$ cat config.mk
export PLATFORM = sky130hd
export DESIGN_NAME = instruction_encoder
export DESIGN_NICKNAME = d
export VERILOG_FILES = /design/src/rtl/riscv_pkg.sv /design/src/rtl/inst_fifo.sv /design/src/rtl/instruction_encoder.sv
export SDC_FILE = /design/constraint.sdc
export NUM_CORES = 1
export LEC_CHECK = 0
export CORE_AREA = 4 4 148 150
export DETAILED_ROUTE_END_ITERATION = 10
export DIE_AREA = 0 0 152 154
export PLACE_DENSITY = 0.75
export SLEW_MARGIN = 20
export SYNTH_ARGS = -nofsm -noshare
export SYNTH_HDL_FRONTEND = slang
export SYNTH_SLANG_ARGS = --single-unit
export TNS_END_PERCENT = 100
$ cat constraint.sdc
create_clock -name clk -period 2.6 [get_ports clk]
set_input_delay 0.52 -clock clk [delete_from_list [all_inputs] [get_ports clk]]
set_output_delay 0.52 -clock clk [all_outputs]
set_load 0.02 [all_outputs]
$ cat src/rtl/riscv_pkg.sv
// Shared RISC-V encoding definitions: instruction formats, encoder states,
// NOP and opcode constants, and the field-to-word packing function.
package riscv_pkg;

  typedef enum logic [2:0] {
    FMT_R = 3'd0,
    FMT_I = 3'd1,
    FMT_S = 3'd2,
    FMT_B = 3'd3,
    FMT_U = 3'd4,
    FMT_J = 3'd5
  } fmt_e;

  typedef enum logic [1:0] {
    IDLE  = 2'd0,
    LOAD  = 2'd1,
    DRAIN = 2'd2
  } state_e;

  localparam logic [31:0] NOP = 32'h0000_0013;

  localparam logic [6:0] OP_LUI    = 7'h37;
  localparam logic [6:0] OP_AUIPC  = 7'h17;
  localparam logic [6:0] OP_JAL    = 7'h6F;
  localparam logic [6:0] OP_JALR   = 7'h67;
  localparam logic [6:0] OP_BRANCH = 7'h63;
  localparam logic [6:0] OP_LOAD   = 7'h03;
  localparam logic [6:0] OP_STORE  = 7'h23;
  localparam logic [6:0] OP_IMM    = 7'h13;
  localparam logic [6:0] OP_REG    = 7'h33;

  // Packs one field set into a 32-bit word; the two unused format codes become NOP.
  function automatic logic [31:0] encode_inst(
    input logic [2:0]  fmt,
    input logic [6:0]  opcode,
    input logic [2:0]  funct3,
    input logic [6:0]  funct7,
    input logic [4:0]  rd,
    input logic [4:0]  rs1,
    input logic [4:0]  rs2,
    input logic [31:0] imm
  );
    logic [31:0] word;
    word = NOP;
    case (fmt)
      FMT_R: word = {funct7, rs2, rs1, funct3, rd, opcode};
      FMT_I: word = {imm[11:0], rs1, funct3, rd, opcode};
      FMT_S: word = {imm[11:5], rs2, rs1, funct3, imm[4:0], opcode};
      FMT_B: word = {imm[12], imm[10:5], rs2, rs1, funct3, imm[4:1], imm[11], opcode};
      FMT_U: word = {imm[31:12], rd, opcode};
      FMT_J: word = {imm[20], imm[10:1], imm[11], imm[19:12], rd, opcode};
      default: word = NOP;
    endcase
    return word;
  endfunction

endpackage

$ cat src/rtl/inst_fifo.sv
// Output buffer for encoded words tagged with their address. Accepts a push
// while full as long as a pop happens in the same cycle.
module inst_fifo #(
  parameter int DEPTH = 2,
  parameter int WIDTH = 64
) (
  input  logic                         clk,
  input  logic                         rst_n,
  input  logic                         push,
  input  logic [WIDTH-1:0]             push_data,
  input  logic                         pop,
  output logic [WIDTH-1:0]             pop_data,
  output logic                         full,
  output logic                         empty,
  output logic [$clog2(DEPTH):0]       count
);

  localparam int AW = $clog2(DEPTH);

  logic [WIDTH-1:0] mem [DEPTH];
  logic [AW:0]      wr_ptr;
  logic [AW:0]      rd_ptr;
  logic             do_push;
  logic             do_pop;

  assign count    = wr_ptr - rd_ptr;
  assign full     = (count == (AW+1)'(DEPTH));
  assign empty    = (count == '0);
  assign do_pop   = pop && !empty;
  assign do_push  = push && (!full || do_pop);
  assign pop_data = mem[rd_ptr[AW-1:0]];

  // Storage is cleared on reset so the data outputs read zero afterwards.
  always_ff @(posedge clk or negedge rst_n) begin
    if (!rst_n) begin
      wr_ptr <= '0;
      rd_ptr <= '0;
      for (int i = 0; i < DEPTH; i++) begin
        mem[i] <= '0;
      end
    end else begin
      if (do_push) begin
        mem[wr_ptr[AW-1:0]] <= push_data;
        wr_ptr <= wr_ptr + 1'b1;
      end
      if (do_pop) begin
        rd_ptr <= rd_ptr + 1'b1;
      end
    end
  end

endmodule

$ cat src/rtl/instruction_encoder.sv
// Encodes a stream of RISC-V field sets into address-tagged instruction words.
// Optional ENCODER_RANGE_CHECK_EN adds a sticky err flag for out-of-range immediates.
module instruction_encoder #(
  parameter int DEPTH  = 2,
  parameter int ADDR_W = 32
) (
  input  logic              clk,
  input  logic              rst_n,
  input  logic              start,
  input  logic [ADDR_W-1:0] base_addr,
  input  logic [15:0]       prog_len,
  input  logic              in_valid,
  output logic              in_ready,
  input  logic [2:0]        fmt,
  input  logic [6:0]        opcode,
  input  logic [2:0]        funct3,
  input  logic [6:0]        funct7,
  input  logic [4:0]        rd,
  input  logic [4:0]        rs1,
  input  logic [4:0]        rs2,
  input  logic [31:0]       imm,
  output logic              out_valid,
  input  logic              out_ready,
  output logic [31:0]       out_inst,
  output logic [ADDR_W-1:0] out_addr,
  output logic              busy,
  output logic              done
`ifdef ENCODER_RANGE_CHECK_EN
  ,
  output logic              err
`endif
);

  import riscv_pkg::*;

  localparam int CNT_W = $clog2(DEPTH) + 1;

  state_e              state_q;
  state_e              state_d;
  logic [ADDR_W-1:0]   addr_q;
  logic [15:0]         remain_q;
  logic                done_zero_q;
  logic                start_ok;
  logic                in_xfer;
  logic                pop;
  logic                last_pop;
  logic                fifo_full;
  logic                fifo_empty;
  logic [CNT_W-1:0]    fifo_count;
  logic [31+ADDR_W:0]  push_data;
  logic [31+ADDR_W:0]  pop_data;

  assign start_ok  = start && (state_q == IDLE);
  assign in_ready  = (state_q == LOAD) && !fifo_full;
  assign in_xfer   = in_valid && in_ready;
  assign out_valid = !fifo_empty;
  assign pop       = out_valid && out_ready;
  assign last_pop  = (state_q == DRAIN) && pop && (fifo_count == CNT_W'(1));
  assign busy      = (state_q != IDLE);
  assign done      = done_zero_q || last_pop;
  assign push_data = {addr_q, encode_inst(fmt, opcode, funct3, funct7, rd, rs1, rs2, imm)};
  assign out_inst  = pop_data[31:0];
  assign out_addr  = pop_data[31+ADDR_W:32];

  always_ff @(posedge clk or negedge rst_n) begin
    if (!rst_n) begin
      state_q <= IDLE;
    end else begin
      state_q <= state_d;
    end
  end

  // Everything pushed before DRAIN, so the single remaining entry is the final word.
  always_comb begin
    state_d = state_q;
    case (state_q)
      IDLE:    if (start && prog_len != 16'd0) state_d = LOAD;
      LOAD:    if (in_xfer && remain_q == 16'd1) state_d = DRAIN;
      DRAIN:   if (last_pop) state_d = IDLE;
      default: state_d = IDLE;
    endcase
  end

  always_ff @(posedge clk or negedge rst_n) begin
    if (!rst_n) begin
      addr_q      <= '0;
      remain_q    <= '0;
      done_zero_q <= 1'b0;
    end else begin
      done_zero_q <= start_ok && (prog_len == 16'd0);
      if (start_ok) begin
        addr_q   <= base_addr;
        remain_q <= prog_len;
      end else if (in_xfer) begin
        addr_q   <= addr_q + ADDR_W'(4);
        remain_q <= remain_q - 16'd1;
      end
    end
  end

  inst_fifo #(
    .DEPTH (DEPTH),
    .WIDTH (32 + ADDR_W)
  ) u_fifo (
    .clk       (clk),
    .rst_n     (rst_n),
    .push      (in_xfer),
    .push_data (push_data),
    .pop       (pop),
    .pop_data  (pop_data),
    .full      (fifo_full),
    .empty     (fifo_empty),
    .count     (fifo_count)
  );

`ifdef ENCODER_RANGE_CHECK_EN
  logic range_bad;

  // A value fits a signed field when all bits above the field's sign bit match it.
  always_comb begin
    range_bad = 1'b0;
    case (fmt)
      FMT_I, FMT_S: range_bad = !((&imm[31:11]) || !(|imm[31:11]));
      FMT_B:        range_bad = !((&imm[31:12]) || !(|imm[31:12])) || imm[0];
      FMT_J:        range_bad = !((&imm[31:20]) || !(|imm[31:20])) || imm[0];
      default:      range_bad = 1'b0;
    endcase
  end

  always_ff @(posedge clk or negedge rst_n) begin
    if (!rst_n) begin
      err <= 1'b0;
    end else if (start_ok) begin
      err <= 1'b0;
    end else if (in_xfer && range_bad) begin
      err <= 1'b1;
    end
  end
`endif

endmodule

# Yosys cells after proc, flatten, opt, wreduce, memory -nomap -nowiden
# Index checks and enable logic that the tools add are counted.
[word_totals]
regBits = 183
inputBits = 120
out_inout_bits = 68
elab_cells = 70
[classes]
addsub = 5
n_lt_le_gt_ge = 3
eq_ne = 13
muxes = 15
n_bitwise = 2
reduce_logical = 24
[op_table]
columns = ["operator", "count"]
rows = [
  ["64-bit two-way mux", 4],
  ["32-bit one-hot mux with 6 select lines", 1],
  ["128-bit bitwise mux", 1],
  ["64-bit demux with 1-bit select", 1],
  ["32-bit two-way mux", 2],
  ["32-bit by 3-bit adder with 32-bit output, second input constant", 1],
  ["16-bit two-way mux", 2],
  ["16-bit by 1-bit equality test with 1-bit output, second input constant", 1],
  ["16-bit zero test", 1],
  ["16-bit nonzero test", 1],
  ["16-bit by 1-bit subtractor with 16-bit output, second input constant", 1],
  ["1-bit logical AND", 12],
  ["3-bit by 2-bit equality test with 1-bit output, second input constant", 2],
  ["3-bit equality test, second input constant", 2],
  ["2-bit two-way mux", 3],
  ["2-bit one-hot mux with 3 select lines", 1],
  ["2-bit by 1-bit adder with 2-bit output, second input constant", 2],
  ["2-bit by 1-bit equality test with 1-bit output, second input constant", 2],
  ["2-bit equality test, second input constant", 2],
  ["2-bit >= comparator, second input constant", 2],
  ["2-bit zero test", 2],
  ["2-bit by 1-bit != test with 1-bit output, second input constant", 2],
  ["1-bit NOT with 2-bit output", 2],
  ["2-bit nonzero test", 2],
  ["8 further kinds", 10],
]

# Logic depth before layout (Yosys ltp)
# Gate-level depths: netlist of the first run.
[depth]
word_depth = 8
mapped_depth = 9
ltp_nobuf = 7

# By module
# A second synthesis of the first run with hierarchy kept.
[hier_totals]
hier_cells = 811
hier_area_um2 = 9370.2
[by_module_without_submodules]
columns = ["mod", "instances", "cells_each", "area_each_um2"]
rows = [
  ["inst_fifo", 1, 368, 5820.6],
  ["instruction_encoder", 1, 443, 3549.7],
]

# Worst setup path after synthesis of the first run
# Ideal clock, no wire load.
[synth_path]
path_type = "register to register"
start = "register u_fifo.wr_ptr[0]"
end = "register remain_q[14]"
arrival_ns = 2.110
required_time_ns = 2.474
slack_ns = 0.364
stages_incl_launch_ff = 8
n_path_buf = 0
path_cell_list = "dfrtp_1 > inv_1 > ha_1 > xor3_1 > a21oi_1 > nand3_1 > o311a_1 > a221o_1"
[synth_between]
elab_chain_cells = 6
[synth_rtl]
columns = ["element", "line", "rtl"]
rows = [
  ["start, declared", "inst_fifo.sv:21", "logic [AW:0] wr_ptr;"],
  ["start signal, assigned", "inst_fifo.sv:44", "wr_ptr <= wr_ptr + 1'b1;"],
  ["2-bit subtractor", "inst_fifo.sv:26", "assign count = wr_ptr - rd_ptr;"],
  ["2-bit equality test", "inst_fifo.sv:27", "assign full = (count == (AW+1)'(DEPTH));"],
  ["1-bit zero test", "instruction_encoder.sv:54", "assign in_ready = (state_q == LOAD) && !fifo_full;"],
  ["1-bit logical AND", "instruction_encoder.sv:54", ""],
  ["net in_ready", "instruction_encoder.sv:13", "output logic in_ready,"],
  ["1-bit logical AND", "instruction_encoder.sv:55", "assign in_xfer = in_valid && in_ready;"],
  ["2-bit nonzero test (no line)", "--", ""],
  ["end signal, assigned", "instruction_encoder.sv:93", "remain_q <= prog_len;"],
  ["end signal, assigned", "instruction_encoder.sv:96", "remain_q <= remain_q - 16'd1;"],
  ["end, declared", "instruction_encoder.sv:41", "logic [15:0] remain_q;"],
]
# The timed path passes the listed nets, and every way through them passes these cells.
# A chain may end at the register's enable or synchronous reset.

# Final worst setup path of the first run
[layout_path]
start = "register u_fifo.rd_ptr[0]"
end = "output done"
[layout_between]
elab_chain_cells = 7
elab_cells_between_ends = 8
classes_between = "add/sub (1); eq/ne (1); reduce/logical (6)"
[layout_rtl]
columns = ["element", "line", "rtl"]
rows = [
  ["start, declared", "inst_fifo.sv:22", "logic [AW:0] rd_ptr;"],
  ["start signal, assigned", "inst_fifo.sv:47", "rd_ptr <= rd_ptr + 1'b1;"],
  ["2-bit subtractor (*)", "inst_fifo.sv:26", ""],
  ["2-bit zero test", "inst_fifo.sv:28", "assign empty = (count == '0);"],
  ["1-bit zero test", "instruction_encoder.sv:56", "assign out_valid = !fifo_empty;"],
  ["1-bit logical AND", "instruction_encoder.sv:57", "assign pop = out_valid && out_ready;"],
  ["1-bit logical AND", "instruction_encoder.sv:58", "assign last_pop = (state_q == DRAIN) && pop && (fifo_count == CNT_W'(1));"],
  ["1-bit logical AND (*)", "instruction_encoder.sv:58", ""],
  ["1-bit logical OR (*)", "instruction_encoder.sv:60", "assign done = done_zero_q || last_pop;"],
  ["end, declared", "instruction_encoder.sv:27", "output logic done"],
]
# Every way passes the cells marked *; elsewhere a longest branch is shown, timed or not.

==> flow_metrics.py, run 1 <==
metrics = {
    "placed_design": {
        "dp_hpwl_um": 17200,
        "port-buffer-count": 187,
        "dpl.cell_count": 1416,
        "gp_congestion": 0.875,
    },
    "pwr": {
        "total_power_w": 0.0133,
        "p_leak_nw": 5.64,
        "power_density_nw_per_um2": 1110,
        "irDropWorstVdd_mv": 0.859,
    },
    "routing": {
        "vias": 7771,
        "totalWireLength_um": 24300,
        "drt_iter0_drc": 520,
        "drcViolationCount": 0,
        "wl_per_cell_um": 16.8,
        "routed_via_density": 5.37,
        "drt_pass1_iterations": 5,
        "antenna_left": 0,
    },
    "finish": {
        "fillerInstances": 1832,
        "mostFrequentLayoutCells": "nand2_1, dfrtp_1, clkdlybuf4s50_1",
        "final_common_cell": "nand2_1",
        "diodes": 0,
        "finalNonFillerCells": 1448,
        "nNetsFinal": 1284,
        "area.growth.synth_to_final_pct": 31.3,
        "layout-drive-gt1-share_pct": 12.7,
    },
    "setup_path": {
        "cp_max_fo": 5,
        "cp_top_family": "flip-flops",
        "cp-end-kind": "primary output",
        "reg2reg_from": "u_fifo.rd_ptr[0]",
        "r2r_slack_ns": 0.18,
        "endpoint": "done",
        "crit_slowest_cell": "dfrtp_2",
        "critical_path_cell_count": 4,
        "critPathBufInv": 1,
        "start_kind": "register",
        "cpPeakStageDelay_ns": 0.44,
        "crit_path_start": "u_fifo.rd_ptr[0]",
        "reg2reg_depth": 6,
        "r2r_end": "addr_q[29]",
        "path_class": "register to primary output",
        "crit_chain": "ha_1 > xnor3_2 > a41o_1 > dlygate4sd2_1",
        "cp_data_required_time_ns": 2.08,
        "worst-endpoint-arrival_ns": 1.97,
    },
    "logic_synthesis": {
        "ys_warn_count": 0,
        "yosysTopAreaCell": "dfrtp_1",
        "async_flop_share_pct": 100,
        "synthFlopType": "dfrtp_1",
        "netlist_area_um2": 9130,
        "synth_edf_count": 0,
        "synth_nets": 1112,
        "synthTopCellsByArea": "dfrtp_1, nand2_1, mux2_2",
        "synth.top_cell.area_share_pct": 50.2,
        "ys_seq_area_share_pct": 50.2,
        "synthDistinctLibCells": 60,
        "synth_area_per_cell_um2": 9.24,
        "syn_inst": 988,
        "ys_seq_elements": 183,
    },
    "floorplanning": {
        "io_pins": 188,
        "core_um2": 20700,
        "start_util_pct": 44.1,
        "die_h_um": 154,
        "dieArea_um2": 23400,
        "fp.dieW_um": 152,
        "num_rows": 53,
    },
    "sta": {
        "slew_violations": 0,
        "setup_viol": 0,
        "fin_crit_sh_pct": 95.8,
        "worstMarginPinSlew_ns": 0.849,
        "max_freq_mhz": 402,
        "final-hold-violation-count": 0,
        "fin_worst_skew_ns": 0.00754,
        "slew_headroom_pct": 43.2,
        "rsz0062_at_grt": "false",
        "period_needed_ns": 2.49,
        "tns_ns": 0,
    },
    "global_routing": {
        "met1_usage_pct": 28.4,
        "grt_busiest_layer": "met2",
        "grt_first_pass_wirelength_um": 40000,
        "grt.overflow.total": 0,
        "antenna_found_initial": 1,
        "grt_pass1_vias": 7713,
        "gr-usage-all-layers_pct": 20.9,
        "grt_max_degree": 103,
        "use_met3_pct": 5.24,
        "grtUsageMet2_pct": 33.7,
    },
    "flow_run": {
        "maxCapViolations": 0,
    },
    "cts": {
        "clock-sinks": 183,
        "clk_latency_ns": 0.43,
        "root_buffer": "clkbuf_16",
        "postCtsSetupRepairBufs": 0,
        "cts_made_buffers": 17,
        "cts_tree": "built",
        "htree_levels": 4,
        "clock_path_buffers": 2,
        "cts.clk_slew.worst_paths_ns": 0.07,
    },
    "run_status": {
        "status": "finished clean",
    },
    "hold_path": {
        "hold_class": "input port to asynchronous set/reset pin",
    },
}
==> cell type report <==
cell class                      count  area (um^2)  area share (%)
Multi-Input combinational cell    729         4250            35.5
Inverter                           13         48.8           0.407
Sequential cell                   183         4580            38.2
Clock buffer                       19          443            3.69
Timing Repair Buffer              216         2100            17.5
Clock inverter                     13          219            1.83
Tap cell                          275          344            2.87
==> report_power, final <==
| group | leakage [nW] | switching, W | internal [W] |
|---|---|---|---|
| Sequential | 2.38 | 0.000754 | 0.00388 |
| Clock | 0.324 | 0.00113 | 0.00175 |
| Combinational | 2.93 | 0.00340 | 0.00236 |
| Total | 5.64 | 0.00528 | 0.00799 |
==> per-layer routing <==
layer / routed length, um / vias to the layer above
met5: 13 / -
met4: 326 / 2
met2: 11300 / 287
met3: 1760 / 27
met1: 10800 / 3692
li1: - / 3763
==> kinds of logic (layout without fill, tap and decap cells) <==
| logic type | Yosys count | after routing | synth area share [%] |
|---|---|---|---|
| fa+ha+maj | 4 | 4 | 0.548 |
| xor+xnor | 19 | 19 | 2.15 |
| flops | 183 | 183 | 50.2 |
| compound gates | 201 | 201 | 13.5 |
| buf+inv | 76 | 261 | 3.43 |
| mux | 74 | 74 | 9.03 |
| simple gates | 431 | 431 | 21.2 |
==> state kept, by name (all words and copies together) (netlist names) <==
register and flops:
u_fifo.mem 128, addr_q 32, remain_q 16, state_q 2, u_fifo.rd_ptr 2, u_fifo.wr_ptr 2
done_zero_q 1
==> worst min-delay path by stage <==
| stage | slack (ns) | start | depth (start not counted) | endpoint |
|---|---|---|---|---|
| floorplan | 0.22 | rst_n | 0 | addr_q[0] |
| global placement | 0.45 | u_fifo.mem[62] | 2 | u_fifo.mem[62] |
| detailed placement | 0.46 | u_fifo.mem[38] | 2 | u_fifo.mem[38] |
| CTS | 0.04 | rst_n | 1 | u_fifo.mem[6] |
| global route | 0.06 | rst_n | 1 | u_fifo.mem[69] |
| finish | 0.04 | rst_n | 1 | u_fifo.mem[67] |
==> synthesized netlist by cell type, drive strengths merged, types with 8 or more instances <==
cell type	instances
a21oi	27
nand2	304
a22oi	24
dfrtp	183
o211ai	13
o21ai	105
clkbuf	45
nor2b	12
nand4	15
nor2	31
xnor2	9
buf	18
nor4	12
and3	8
nand3	21
inv	13
xor2	8
mux2	67
==> worst register-to-register path, cell delays in order (launching register included) <==
cell	delay [ns]
dfrtp_2	0.44
ha_1	0.23
xnor3_2	0.29
o21ai_4	0.69
nor3_4	0.16
a32o_1	0.30
a31o_2	0.21
==> metrics by stage <==
step	util [%]	setup slack (ns)	hold slack (ns)	area [um^2]
floorplan	-	0.364	0.224	9130
global placement	55.1	0.240	0.452	11400
detailed placement	55.1	0.215	0.457	11400
CTS	58.0	0.0704	0.0431	12000
global route	57.9	0.0239	0.0628	12000
finish	57.9	0.109	0.0364	12000
==> repair_timing <==
item / CTS / global route
endpoints found under the hold margin: 0 / 0
gates cloned: 0 / 0
resized for setup: 68 / 2
setup endpoints to repair: 67 / 1
hold buffers: 0 / 0
No activity file was read; power rests on OpenSTA's default activity.
==> run 2, diff against run 1 <==
Settings changed: CORE_AREA 4 4 148 150 to 2 2 134 162, DIE_AREA 0 0 152 154 to 0 0 136 164, PLACE_DENSITY 0.75 to 0.74.
==> flow_metrics.py, run 2 (same netlist as run 1, synthesis figures left out) <==
metrics = {
    "setup_path": {
        "crit_chain": "ha_1 > xnor3_2 > a41o_1 > dlygate4sd2_1",
        "reg2reg_from": "u_fifo.rd_ptr[0]",
        "cp_max_fo": 5,
        "r2r_slack_ns": 0.21,
        "worst-endpoint-arrival_ns": 1.97,
        "cpPeakStageDelay_ns": 0.44,
        "cp_top_family": "flip-flops",
        "cp_data_required_time_ns": 2.08,
        "r2r_end": "addr_q[29]",
        "cp-end-kind": "primary output",
        "crit_slowest_cell": "dfrtp_2",
        "critPathBufInv": 1,
        "path_class": "register to primary output",
        "start_kind": "register",
        "reg2reg_depth": 6,
    },
    "finish": {
        "reg_top3": "u_fifo.mem (128), addr_q (32), remain_q (16)",
        "final_common_cell": "nand2_1",
        "nNetsFinal": 1287,
        "diodes": 0,
        "regMostFlops": "u_fifo.mem",
        "mostFrequentLayoutCells": "nand2_1, dfrtp_1, clkdlybuf4s50_1",
        "final_util_pct": 57.9,
        "largest_reg_flops": 128,
        "area.growth.synth_to_final_pct": 31.6,
        "layout-drive-gt1-share_pct": 12.9,
        "stdcell_area_um2": 12000,
    },
    "placed_design": {
        "placed_area_um2": 11400,
        "gp_congestion": 0.892,
        "port-buffer-count": 187,
        "dp_hpwl_um": 17200,
    },
    "cts": {
        "clk_latency_ns": 0.43,
        "clock_path_buffers": 2,
        "cts_tree": "built",
        "root_buffer": "clkbuf_16",
        "clock-sinks": 183,
        "cts_made_buffers": 17,
        "htree_levels": 4,
        "cts.clk_slew.worst_paths_ns": 0.07,
    },
    "floorplanning": {
        "core_um2": 20800,
        "die_h_um": 164,
        "dieArea_um2": 22300,
        "fp.dieW_um": 136,
        "start_util_pct": 44.0,
        "num_rows": 58,
        "io_pins": 188,
    },
    "routing": {
        "drcViolationCount": 0,
        "drt_pass1_iterations": 8,
        "routed_via_density": 5.45,
        "antenna_left": 0,
        "wl_per_cell_um": 17.2,
        "drt_iter0_drc": 505,
        "totalWireLength_um": 24900,
        "vias": 7882,
    },
    "sta": {
        "hold_slack_ns": 0.0350,
        "slew_violations": 0,
        "period_needed_ns": 2.49,
        "fin_worst_skew_ns": 0.0124,
        "tns_ns": 0,
        "fin_crit_sh_pct": 95.8,
        "max_freq_mhz": 401,
        "slew_headroom_pct": 45.3,
        "worstMarginPinSlew_ns": 0.817,
        "setup_viol": 0,
        "rsz0062_at_grt": "false",
        "final-hold-violation-count": 0,
    },
    "pwr": {
        "power_density_nw_per_um2": 1100,
        "p_leak_nw": 5.63,
        "total_power_w": 0.0133,
        "irDropWorstVdd_mv": 0.578,
    },
    "global_routing": {
        "grt_first_pass_wirelength_um": 40300,
        "grt.overflow.total": 0,
        "antenna_found_initial": 0,
        "grt_pass1_vias": 7822,
        "grt_max_degree": 89,
        "gr-usage-all-layers_pct": 22.9,
    },
    "flow_run": {
        "maxCapViolations": 0,
    },
    "run_status": {
        "status": "finished clean",
    },
    "hold_path": {
        "hold_class": "input port to asynchronous set/reset pin",
    },
}
==> run 2: changes by cell type in the layout (fill, tap and decap cells not counted), sizes merged <==
cell,delta
clkinvlp,+4
buf,+3
bufinv,-3
clkbuf,-3
clkdlybuf4s15,+1
inv,+1
==> run 2: worst max path at each step <==
stage                                 from            to  slack (ns)  cells past startpoint
after CTS                 u_fifo.rd_ptr[0]          done        0.08                      4
after global placement            in_valid  remain_q[11]        0.22                      7
final                     u_fifo.rd_ptr[0]          done        0.11                      4
after floorplan           u_fifo.wr_ptr[0]  remain_q[14]        0.36                      7
after detailed placement          in_valid   remain_q[9]        0.11                      7
after global routing      u_fifo.wr_ptr[0]          done       0.003                      5
==> run 2: routing by layer <==
metal	vias to the layer above	GRT usage, %	part of all wire [%]
met2	278	38.8	49
met3	36	4.88	6.5
met4	0	7.10	1.7
met5	-	0	0
met1	3790	29.5	43
li1	3778	-	-
==> run 2: power breakdown <==
group	leakage [nW]	switching [W]	total [W]	internal, W
logic	2.96	0.00345	0.00598	0.00253
registers	2.38	0.000775	0.00465	0.00388
clock network	0.280	0.00118	0.00262	0.00144
==> run 2: area by class of cell <==
cell class | instances | area [um^2]
Clock inverter | 15 | 170
Tap cell | 270 | 338
Fill cell | 1876 | 8740
Multi-Input combinational cell | 729 | 4250
Timing Repair Buffer | 219 | 2200
Clock buffer | 17 | 425
Sequential cell | 183 | 4580
Inverter | 13 | 48.8
==> run 2: per-stage QoR <==
| step | instances | worst slack [ns] |
|---|---|---|
| 3_5_place_dp | 1412 | 0.112 |
| 2_1_floorplan | 988 | 0.364 |
| 4_1_cts | 1446 | 0.0823 |
| 5_1_grt | 1446 | 0.00285 |
| 3_3_place_gp | 1412 | 0.218 |
| 6_report | 1446 | 0.109 |
==> run 2: repair_timing <==
| action | CTS | global route |
|---|---|---|
| pin swaps | 0 | 0 |
| endpoints found under the setup margin | 67 | 1 |
| hold buffers | 0 | 0 |
| cloned | 1 | 0 |
| setup buffers | 1 | 0 |
| resized for setup | 69 | 1 |
==> run 3, diff against run 2 <==
Settings changed: CAP_MARGIN set to 25, GPL_TIMING_DRIVEN set to 1.
==> results of run 3 <==
The final DEF is identical to that of run 2; final timing and power are the same.
